## src/rtl/rgb_pwm_fader_pkg.sv

```systemverilog
// Shared types and constants for the RGB PWM fader: colour request layout,
// duty word type and fade FSM encoding.
package rgb_pkg;

    localparam int PWM_W = 8;

    typedef logic [PWM_W-1:0] duty_t;

    localparam duty_t DUTY_MAX = '1;

    // Bit order matches the request word {R,G,B}.
    typedef struct packed {
        logic r;
        logic g;
        logic b;
    } color_t;

    typedef enum logic {
        IDLE   = 1'b0,
        FADING = 1'b1
    } fade_state_t;

endpackage

```

## src/rtl/rgb_pwm_fader_if.sv

```systemverilog
// Colour request and status bundle between the colour-state generator
// (master) and the fader (slave).
interface rgb_pwm_fader_if;

    // A request transfers on any posedge where color_valid && color_ready;
    // color_ready is high whenever the fader is out of reset, so there is no
    // back-pressure, and color must be stable while color_valid is high.
    logic            color_valid;
    rgb_pkg::color_t color;
    logic            color_ready;
    logic            busy;
    logic            done;

    modport master (
        output color_valid,
        output color,
        input  color_ready,
        input  busy,
        input  done
    );

    modport slave (
        input  color_valid,
        input  color,
        output color_ready,
        output busy,
        output done
    );

endinterface

```

## src/rtl/rgb_pwm_channel.sv

```systemverilog
// One LED channel: duty register with saturating fade step toward full-on or
// off, plus the registered PWM comparator against the shared counter.
module rgb_pwm_channel #(
    parameter int PWM_BITS  = 8,
    parameter int FADE_STEP = 1
) (
    input  logic                clk,
    input  logic                rst,
    input  logic                tick,
    input  logic                target_on,
    input  logic [PWM_BITS-1:0] pwm_cnt,
    output logic [PWM_BITS-1:0] duty,
    output logic [PWM_BITS-1:0] duty_next,
    output logic                duty_eq_target,
    output logic                pin_raw
);

    localparam logic [PWM_BITS:0]   STEP     = (PWM_BITS + 1)'(FADE_STEP);
    localparam logic [PWM_BITS:0]   MAX_WIDE = {1'b0, {PWM_BITS{1'b1}}};
    localparam logic [PWM_BITS-1:0] ON_LEVEL = '1;

    logic [PWM_BITS:0] duty_wide;
    logic [PWM_BITS:0] up_sum;
    logic [PWM_BITS:0] stepped;

    // One extra bit of headroom so the add cannot wrap before the clamp.
    always_comb begin
        duty_wide = {1'b0, duty};
        up_sum    = duty_wide + STEP;
        stepped   = '0;
        if (target_on) begin
            stepped = (up_sum > MAX_WIDE) ? MAX_WIDE : up_sum;
        end else begin
            stepped = (duty_wide > STEP) ? (duty_wide - STEP) : '0;
        end
        duty_next = tick ? stepped[PWM_BITS-1:0] : duty;
    end

    // Compared against the post-update value so the FSM sees settling on the
    // same cycle as the final tick.
    assign duty_eq_target = (duty_next == (target_on ? ON_LEVEL : '0));

    always_ff @(posedge clk) begin
        if (rst) begin
            duty    <= '0;
            pin_raw <= 1'b0;
        end else begin
            duty    <= duty_next;
            pin_raw <= (duty > pwm_cnt);
        end
    end

endmodule

```

## src/rtl/rgb_pwm_fader.sv

```systemverilog
// RGB PWM fader top: shared PWM and fade-tick counters, fade FSM, request
// handling and pin polarity, around three rgb_pwm_channel instances.
module rgb_pwm_fader
    import rgb_pkg::*;
#(
    parameter int PWM_BITS       = PWM_W,
    parameter int FADE_INTERVAL  = 46875,
    parameter int FADE_STEP      = 1,
    parameter int LED_ACTIVE_LOW = 0
) (
    input  logic                clk,
    input  logic                rst,
    rgb_pwm_fader_if.slave      bus,
    output logic                RGB_R,
    output logic                RGB_G,
    output logic                RGB_B,
    output fade_state_t         fsm_state,
    output logic [PWM_BITS-1:0] duty_r,
    output logic [PWM_BITS-1:0] duty_g,
    output logic [PWM_BITS-1:0] duty_b
);

    localparam int              FC_W      = $clog2(FADE_INTERVAL + 1);
    localparam logic [FC_W-1:0] FC_LAST   = FC_W'(FADE_INTERVAL - 1);
    localparam logic            PIN_INVERT = (LED_ACTIVE_LOW != 0);

    fade_state_t         state, state_next;
    logic [FC_W-1:0]     fade_cnt, fade_cnt_next;
    logic [PWM_BITS-1:0] pwm_cnt;
    color_t              target, target_next;
    logic                done_q, done_next;
    logic                tick, accept, all_eq, new_mismatch;
    logic [PWM_BITS-1:0] dn_r, dn_g, dn_b;
    logic                eq_r, eq_g, eq_b;
    logic                raw_r, raw_g, raw_b;

    rgb_pwm_channel #(.PWM_BITS(PWM_BITS), .FADE_STEP(FADE_STEP)) u_chan_r (
        .clk(clk), .rst(rst), .tick(tick), .target_on(target.r), .pwm_cnt(pwm_cnt),
        .duty(duty_r), .duty_next(dn_r), .duty_eq_target(eq_r), .pin_raw(raw_r)
    );
    rgb_pwm_channel #(.PWM_BITS(PWM_BITS), .FADE_STEP(FADE_STEP)) u_chan_g (
        .clk(clk), .rst(rst), .tick(tick), .target_on(target.g), .pwm_cnt(pwm_cnt),
        .duty(duty_g), .duty_next(dn_g), .duty_eq_target(eq_g), .pin_raw(raw_g)
    );
    rgb_pwm_channel #(.PWM_BITS(PWM_BITS), .FADE_STEP(FADE_STEP)) u_chan_b (
        .clk(clk), .rst(rst), .tick(tick), .target_on(target.b), .pwm_cnt(pwm_cnt),
        .duty(duty_b), .duty_next(dn_b), .duty_eq_target(eq_b), .pin_raw(raw_b)
    );

    assign tick   = (state == FADING) && (fade_cnt == FC_LAST);
    assign accept = bus.color_valid && bus.color_ready;
    assign all_eq = eq_r && eq_g && eq_b;

    // A new request is judged against the duties after this cycle's tick.
    assign new_mismatch = (dn_r != {PWM_BITS{bus.color.r}}) ||
                          (dn_g != {PWM_BITS{bus.color.g}}) ||
                          (dn_b != {PWM_BITS{bus.color.b}});

    always_comb begin
        state_next    = state;
        fade_cnt_next = fade_cnt;
        target_next   = target;
        done_next     = 1'b0;
        case (state)
            IDLE: begin
                fade_cnt_next = '0;
            end
            FADING: begin
                fade_cnt_next = tick ? '0 : fade_cnt + FC_W'(1);
                if (tick && all_eq) begin
                    state_next = IDLE;
                    done_next  = 1'b1;
                end
            end
            default: begin
                state_next    = IDLE;
                fade_cnt_next = '0;
            end
        endcase
        if (accept) begin
            target_next   = bus.color;
            fade_cnt_next = '0;
            state_next    = new_mismatch ? FADING : IDLE;
            done_next     = tick && all_eq && !new_mismatch;
        end
    end

    always_ff @(posedge clk) begin
        if (rst) begin
            state    <= IDLE;
            fade_cnt <= '0;
            target   <= '0;
            done_q   <= 1'b0;
            pwm_cnt  <= '0;
        end else begin
            state    <= state_next;
            fade_cnt <= fade_cnt_next;
            target   <= target_next;
            done_q   <= done_next;
            pwm_cnt  <= pwm_cnt + 1'b1;
        end
    end

    assign bus.color_ready = ~rst;
    assign bus.busy        = (state == FADING);
    assign bus.done        = done_q;
    assign fsm_state       = state;

    assign RGB_R = raw_r ^ PIN_INVERT;
    assign RGB_G = raw_g ^ PIN_INVERT;
    assign RGB_B = raw_b ^ PIN_INVERT;

endmodule

```

## src/flat_wrapper.sv

```systemverilog
// flat-port wrapper written by rule: the top's interface ports become plain ports
module rgb_pwm_fader_flat import rgb_pkg::*;
#(
    parameter int PWM_BITS       = PWM_W,
    parameter int FADE_INTERVAL  = 46875,
    parameter int FADE_STEP      = 1,
    parameter int LED_ACTIVE_LOW = 0
)
  (clk, rst, RGB_R, RGB_G, RGB_B, fsm_state, duty_r, duty_g, duty_b, bus_color_valid, bus_color, bus_color_ready, bus_busy, bus_done);
  rgb_pwm_fader_if bus_i ();
  input  logic clk;
  input  logic rst;
  output logic RGB_R;
  output logic RGB_G;
  output logic RGB_B;
  output fade_state_t fsm_state;
  output logic [PWM_BITS-1:0] duty_r;
  output logic [PWM_BITS-1:0] duty_g;
  output logic [PWM_BITS-1:0] duty_b;
  input wire logic [$bits(bus_i.color_valid)-1:0] bus_color_valid;
  input wire logic [$bits(bus_i.color)-1:0] bus_color;
  output wire logic [$bits(bus_i.color_ready)-1:0] bus_color_ready;
  output wire logic [$bits(bus_i.busy)-1:0] bus_busy;
  output wire logic [$bits(bus_i.done)-1:0] bus_done;
  assign bus_i.color_valid = bus_color_valid;
  assign bus_i.color = bus_color;
  assign bus_color_ready = bus_i.color_ready;
  assign bus_busy = bus_i.busy;
  assign bus_done = bus_i.done;
  rgb_pwm_fader #(.PWM_BITS(PWM_BITS), .FADE_INTERVAL(FADE_INTERVAL), .FADE_STEP(FADE_STEP), .LED_ACTIVE_LOW(LED_ACTIVE_LOW)) u_core (.clk(clk), .rst(rst), .bus(bus_i), .RGB_R(RGB_R), .RGB_G(RGB_G), .RGB_B(RGB_B), .fsm_state(fsm_state), .duty_r(duty_r), .duty_g(duty_g), .duty_b(duty_b));
endmodule
```

## config.mk

```make
export PLATFORM = sky130hd
export DESIGN_NAME = rgb_pwm_fader_flat
export DESIGN_NICKNAME = d
export VERILOG_FILES = /design/src/rtl/rgb_pwm_fader_pkg.sv /design/src/rtl/rgb_pwm_fader_if.sv /design/src/rtl/rgb_pwm_channel.sv /design/src/rtl/rgb_pwm_fader.sv /design/src/flat_wrapper.sv
export SDC_FILE = /design/constraint.sdc
export NUM_CORES = 1
export LEC_CHECK = 0
export ABC_CLOCK_PERIOD_IN_PS = 4100
export BUFFER_PORTS_ARGS = -buffer_cell sky130_fd_sc_hd__buf_4
export CORE_ASPECT_RATIO = 0.5
export CORE_UTILIZATION = 35
export DETAILED_ROUTE_END_ITERATION = 8
export SLEW_MARGIN = 15
export SYNTH_ARGS = -nofsm -noshare
export SYNTH_HDL_FRONTEND = slang
export SYNTH_SLANG_ARGS = --single-unit
```

## constraint.sdc

```tcl
create_clock -name clk -period 4.1 [get_ports clk]
set_input_delay 0.615 -clock clk [delete_from_list [all_inputs] [get_ports clk]]
set_output_delay 0.615 -clock clk [all_outputs]
set_load 0.1 [all_outputs]
```

* Yosys cells after proc, flatten, opt, wreduce, memory -nomap -nowiden *
Index checks and enable logic that the tools add are counted.

operators by class
  multipliers = 0
  shift operators = 0
  div/mod/pow operators = 0
  magnitude comparators = 9
  eq/ne operators = 7
  mux-type cells = 24
  bitwise operators = 2
  reductions and logical operators = 10
  add/sub/neg operators = 8

operators with widths
  operator                                                        number
  2-to-1 mux 8 bit                                                15
  case mux 16 bit (2 select lines)                                1
  adder 8 x 1 -> 9 bit (second input constant)                    3
  greater-than comparator 9 x 8 -> 1 bit (second input constant)  3
  == test 8 bit                                                   3
  greater-than comparator 8 x 1 -> 1 bit (second input constant)  3
  greater-than comparator 8 bit                                   3
  != test 8 bit                                                   3
  subtractor 8 x 1 -> 8 bit (second input constant)               3
  adder 16 x 1 -> 16 bit (second input constant)                  1
  == test 16 bit (second input constant)                          1
  2-to-1 mux 16 bit                                               1
  adder 8 x 1 -> 8 bit (second input constant)                    1
  2-to-1 mux 1 bit                                                7
  logical AND 1 bit                                               6
  logical OR 1 bit                                                2
  NOT 1 bit                                                       2
  OR reduction 2 bit                                              1
  zero test 1 bit                                                 1

storage, ports and cells
  input bits = 6
  ROM bits = 0
  register bits = 56
  memory bits (writable) = 0
  memories = 0
  latch bits = 0

* Longest topological paths before layout *
  depth in word-level cells = 12
  depth in mapped cells = 13
  gate-level depth less buffers = 11

* By module *
Synthesis repeated with hierarchy kept, for this count alone.

unflattened totals
  cell total of the unflattened synthesis = 610
  area, all modules = 4636.9 um^2

modules (own cells, without submodules)
  module                                  seq. area each (um^2)  area each (um^2)  times used  cells an instance
  rgb_pwm_channel at u_core.u_chan_b ...  180.2                  1073.5            2           151
  rgb_pwm_fader                           580.6                  1406.3            1           160
  rgb_pwm_channel at u_core.u_chan_g      180.2                  1083.5            1           148

* Least setup slack after synthesis *
No wires, ideal clock.

  kind = flip-flop to flip-flop
  start point = register u_core.u_chan_b.duty[0]
  end point = register u_core.done_q, in the netlist u_core.bus.done
  data required time = 4.040 ns
  buffers on the path = 0
  arrival = 3.765 ns
  slack = 0.275 ns
  period minus slack after synthesis = 3.825 ns
  cell stages (with the launch flop) = 11
  setup time = 0.060 ns
  cell sequence = dfxtp_1 > inv_1 > ha_1 > or2_2 > a31oi_1 > a22oi_1 > a211oi_1 > or3b_1 > a221o_1 > o41ai_2 > and3_1

between the ends
  word-level cells in the longest chain between the ends = 11
  elaborated cells between the ends (all ways) = 18
  classes of those cells = add/sub (2); order compare (2); eq/ne (2); mux (7); reduce/logical (5)

RTL lines
  element                                 line                                      source
  from (decl)                             rgb_pwm_channel.sv:12                     output logic [PWM_BITS-1:0] duty,
  from (signal assigned)                  rgb_pwm_channel.sv:48                     duty <= duty_next;
  adder 8 x 1 -> 9 bit                    rgb_pwm_channel.sv:29                     up_sum = duty_wide + STEP;
  greater-than comparator 9 x 8 -> 1 bit  rgb_pwm_channel.sv:32                     stepped = (up_sum > MAX_WIDE) ? MAX_WIDE : up_sum;
  2-to-1 mux 8 bit                        rgb_pwm_channel.sv:32
  2-to-1 mux 8 bit                        rgb_pwm_channel.sv:31                     if (target_on) begin
  2-to-1 mux 8 bit (*)                    rgb_pwm_channel.sv:36                     duty_next = tick ? stepped[PWM_BITS-1:0] : duty;
  == test 8 bit                           rgb_pwm_channel.sv:41                     assign duty_eq_target = (duty_next == (target_on ? ON_LEVEL : '0));
  logical AND 1 bit                       rgb_pwm_fader.sv:52                       assign all_eq = eq_r && eq_g && eq_b;
  logical AND 1 bit                       rgb_pwm_fader.sv:70, rgb_pwm_fader.sv:84
  2-to-1 mux 1 bit                        rgb_pwm_fader.sv:70                       if (tick && all_eq) begin
  2-to-1 mux 1 bit                        rgb_pwm_fader.sv:64                       case (state)
  2-to-1 mux 1 bit (*)                    rgb_pwm_fader.sv:80                       if (accept) begin
  to (signal assigned)                    rgb_pwm_fader.sv:99                       done_q <= done_next;
  to (decl)                               rgb_pwm_fader.sv:31                       logic done_q, done_next;

Mark *: on every way between the ends. The rest lies on a longest branch, timed or not.
A chain may end at the register's enable or synchronous reset.

* Final worst setup path *
Ends and elaborated chain as after synthesis.

==> results.toml <==
[hold_path]
hp-class = "flip-flop to flip-flop"

[global_routing]
grt_pass1_vias = 3760
antenna_found_initial = 0
grt-ovfl-total = 0
grt_max_degree = 32
grt_first_pass_wirelength_um = 19500
track_usage_pct = 19.0

[routing]
wire_per_inst_um = 16.4
totalWireLength_um = 12000
drt_first_iter_violations = 271
first_pass_iters = 5
ant_nets = 0
drc = 0
routed_via_density = 5.81
vias = 4232

[timing]
fin_crit_sh_pct = 84.9
setup_viol = 0
finalHoldViolCount = 0
rsz0062_at_grt = "no"
clock_skew_ns = 0.0104
slew_viol_final = 0
fmax_mhz = 287
period_minus_slack_ns = 3.48
setup-tns-final_ns = 0
maxSlewHeadroom_pct = 53.9
tightest_slew_ns = 0.686

[clocking]
clockRootBuffer = "clkbuf_16"
clkSinkCount = 56
cts_hold_buffers = 0
htree_levels = 2
post_cts_buffers = 0
ctsResizeCount = 0
insertion_delay_ns = 0.30
cts_tree = "done"
clock_path_buffers = 2
cts_buffers = 5
clkTransAtPathRegs_ns = 0.08

[worst_setup_path]
cp-end-kind = "flip-flop"
cp_max_fo = 9
slowest_delay_ns = 0.48
cp_cell_sequence = "inv_1, ha_1, or2_2, a31oi_1, a22oi_1, a211oi_1, or3b_1, a221o_1, o41ai_2, and3_1"
arrival_ns = 3.72
slowest_stage = "dfxtp_1"
cp-start-kind = "flip-flop"
crit_required_ns = 4.34
worst-path-buf-inv = 1
critical-path-top-delay-family = "compound AO/OA/AOI/OAI gates"
criticalPathCategory = "flip-flop to flip-flop"

[synthesis]
ys.flop_type = "dfxtp_1"
synth_area_leaders = "dfxtp_1 26%, ha_1 10%, nor2_1 5.4%, nand3_1 3.6%, nand4_1 3.3%"
yosysUniqueCellTypes = 70
syn_nets = 586
async_flop_share_pct = 0
syn_inst = 544
ys_warn_count = 0
syn_avg_cell_area_sq_um = 7.94
synth_seq_cells = 56
yosysTopAreaCell = "dfxtp_1"
netlist.area_leader.share_pct = 25.9
netlist_area_sq_um = 4320
yosysSeqAreaShare_pct = 25.9
synth_edf_count = 0

[outcome]
status = "finished, final reports clean"

[final_layout]
area_delta_synth_final_pct = 12.4
final_nets = 604
drive_gt1_share_pct = 13.0
diodes = 0
nFillCells = 1214
final_common_cell = "nor2_1"
finalNonFillerCells = 728
mostFrequentLayoutCells = "62 x nor2_1, 56 x dfxtp_1, 43 x buf_4, 36 x ha_1, 31 x nand3_1"
fin_util_pct = 40.8

[floorplanning]
io_pins = 37
die-area_sq_um = 12800
start_util_pct = 36.3
die_w_um = 159
die_h_um = 80.6
fp.coreArea_sq_um = 11900
num_rows = 28

[run]
maxCapViolations = 0

[placed_design]
dp_hpwl_um = 8580
place_congestion = 0.917
numPortBuffers = 36
dp.cells = 720

[power]
ir_worst_vdd_uv = 127
powerDensity_nw_per_um2 = 234
finalPower_w = 0.00113
cellLeakagePower_nw = 1.93
layout make-up:
class,instances,area (sq um),share of cell area [%]
Inverter,27,101,2.09
Tap cell,165,206,4.25
Multi-Input combinational cell,429,2950,60.7
Clock buffer,6,139,2.86
Timing Repair Buffer,43,323,6.65
Clock inverter,2,15.0,0.309
Sequential cell,56,1120,23.1
registers in the layout, summed over array words and instances, names as in the netlist:
register                 flops
u_core.u_chan_g.pin_raw      1
u_core.bus.busy              1
u_core.target                3
u_core.bus.done              1
u_core.u_chan_b.duty         8
u_core.u_chan_g.duty         8
u_core.fade_cnt             16
u_core.u_chan_b.pin_raw      1
u_core.u_chan_r.pin_raw      1
u_core.pwm_cnt               8
u_core.u_chan_r.duty         8
power breakdown:
group	leakage (nW)	total (W)	switching [W]	internal [W]
clock	0.0691	0.000454	0.000211	0.000244
combinational	1.41	0.000116	0.0000810	0.0000353
sequential	0.453	0.000564	0.0000118	0.000552
total	1.93	0.00113	0.000303	0.000831
routing by layer:
| metal | wire (um) | GRT usage [%] | up-vias |
|---|---|---|---|
| met2 | 5270 | 30.2 | 162 |
| li1 | - | - | 2057 |
| met1 | 5760 | 26.3 | 1998 |
| met5 | 0 | 0 | - |
| met4 | 129 | 4.90 | 0 |
| met3 | 808 | 3.51 | 15 |
metrics by stage:
| stage | worst slack [ns] | hold slack (ns) | instance area, sq um |
|---|---|---|---|
| 2_1_floorplan | 0.275 | 0.441 | 4320 |
| 3_3_place_gp | 0.789 | 0.463 | 4700 |
| 3_5_place_dp | 0.688 | 0.475 | 4700 |
| 4_1_cts | 0.652 | 0.492 | 4850 |
| 5_1_grt | 0.287 | 0.516 | 4850 |
| 6_report | 0.621 | 0.486 | 4850 |
final timing paths:
kind	startpoint	end	slack, ns	depth (start not counted)
max	u_core.u_chan_b.duty[0]	u_core.bus.done	0.62	10
min	u_core.fade_cnt[0]	u_core.fade_cnt[0]	0.49	1
max reg2reg	u_core.u_chan_b.duty[0]	u_core.bus.done	0.62	10
min reg2reg	u_core.fade_cnt[0]	u_core.fade_cnt[0]	0.49	1
Yosys cell counts, types with 5 or more instances:
cell type  number
nor2_1         62
dfxtp_1        56
ha_1           36
nand3_1        31
o21ai_0        28
nand2_1        27
inv_1          26
clkbuf_1       25
a21oi_1        23
nand4_1        23
nor3_1         13
xnor2_1        12
a31oi_1         9
and2_1          9
xor2_1          9
a21o_1          8
mux2i_1         8
and3_1          7
nor4_1          7
o31ai_1         7
a211oi_1        6
and4_1          6
nor2b_1         6
or3_1           6
or4_1           6
o21ai_1         5
worst reg2reg max path, delay by kind of cell, from the launching register on:
family / cells / cell delay [ns]
buffers and inverters: 1 / 0.15
adder cells (fa/ha/maj): 1 / 0.27
AND/OR/NAND/NOR: 3 / 0.95
flip-flops: 1 / 0.48
AO/OA/AOI/OAI: 5 / 1.56
logic make-up after synthesis:
group | share of synthesized area (%)
multiplexers | 1.85
AND/OR/NAND/NOR | 30.4
AO/OA/AOI/OAI | 21.2
buffers and inverters | 5.94
flip-flops | 25.9
adder cells (fa/ha/maj) | 10.4
XOR/XNOR | 4.26
Note: power is estimated with default switching activity, not from simulation.
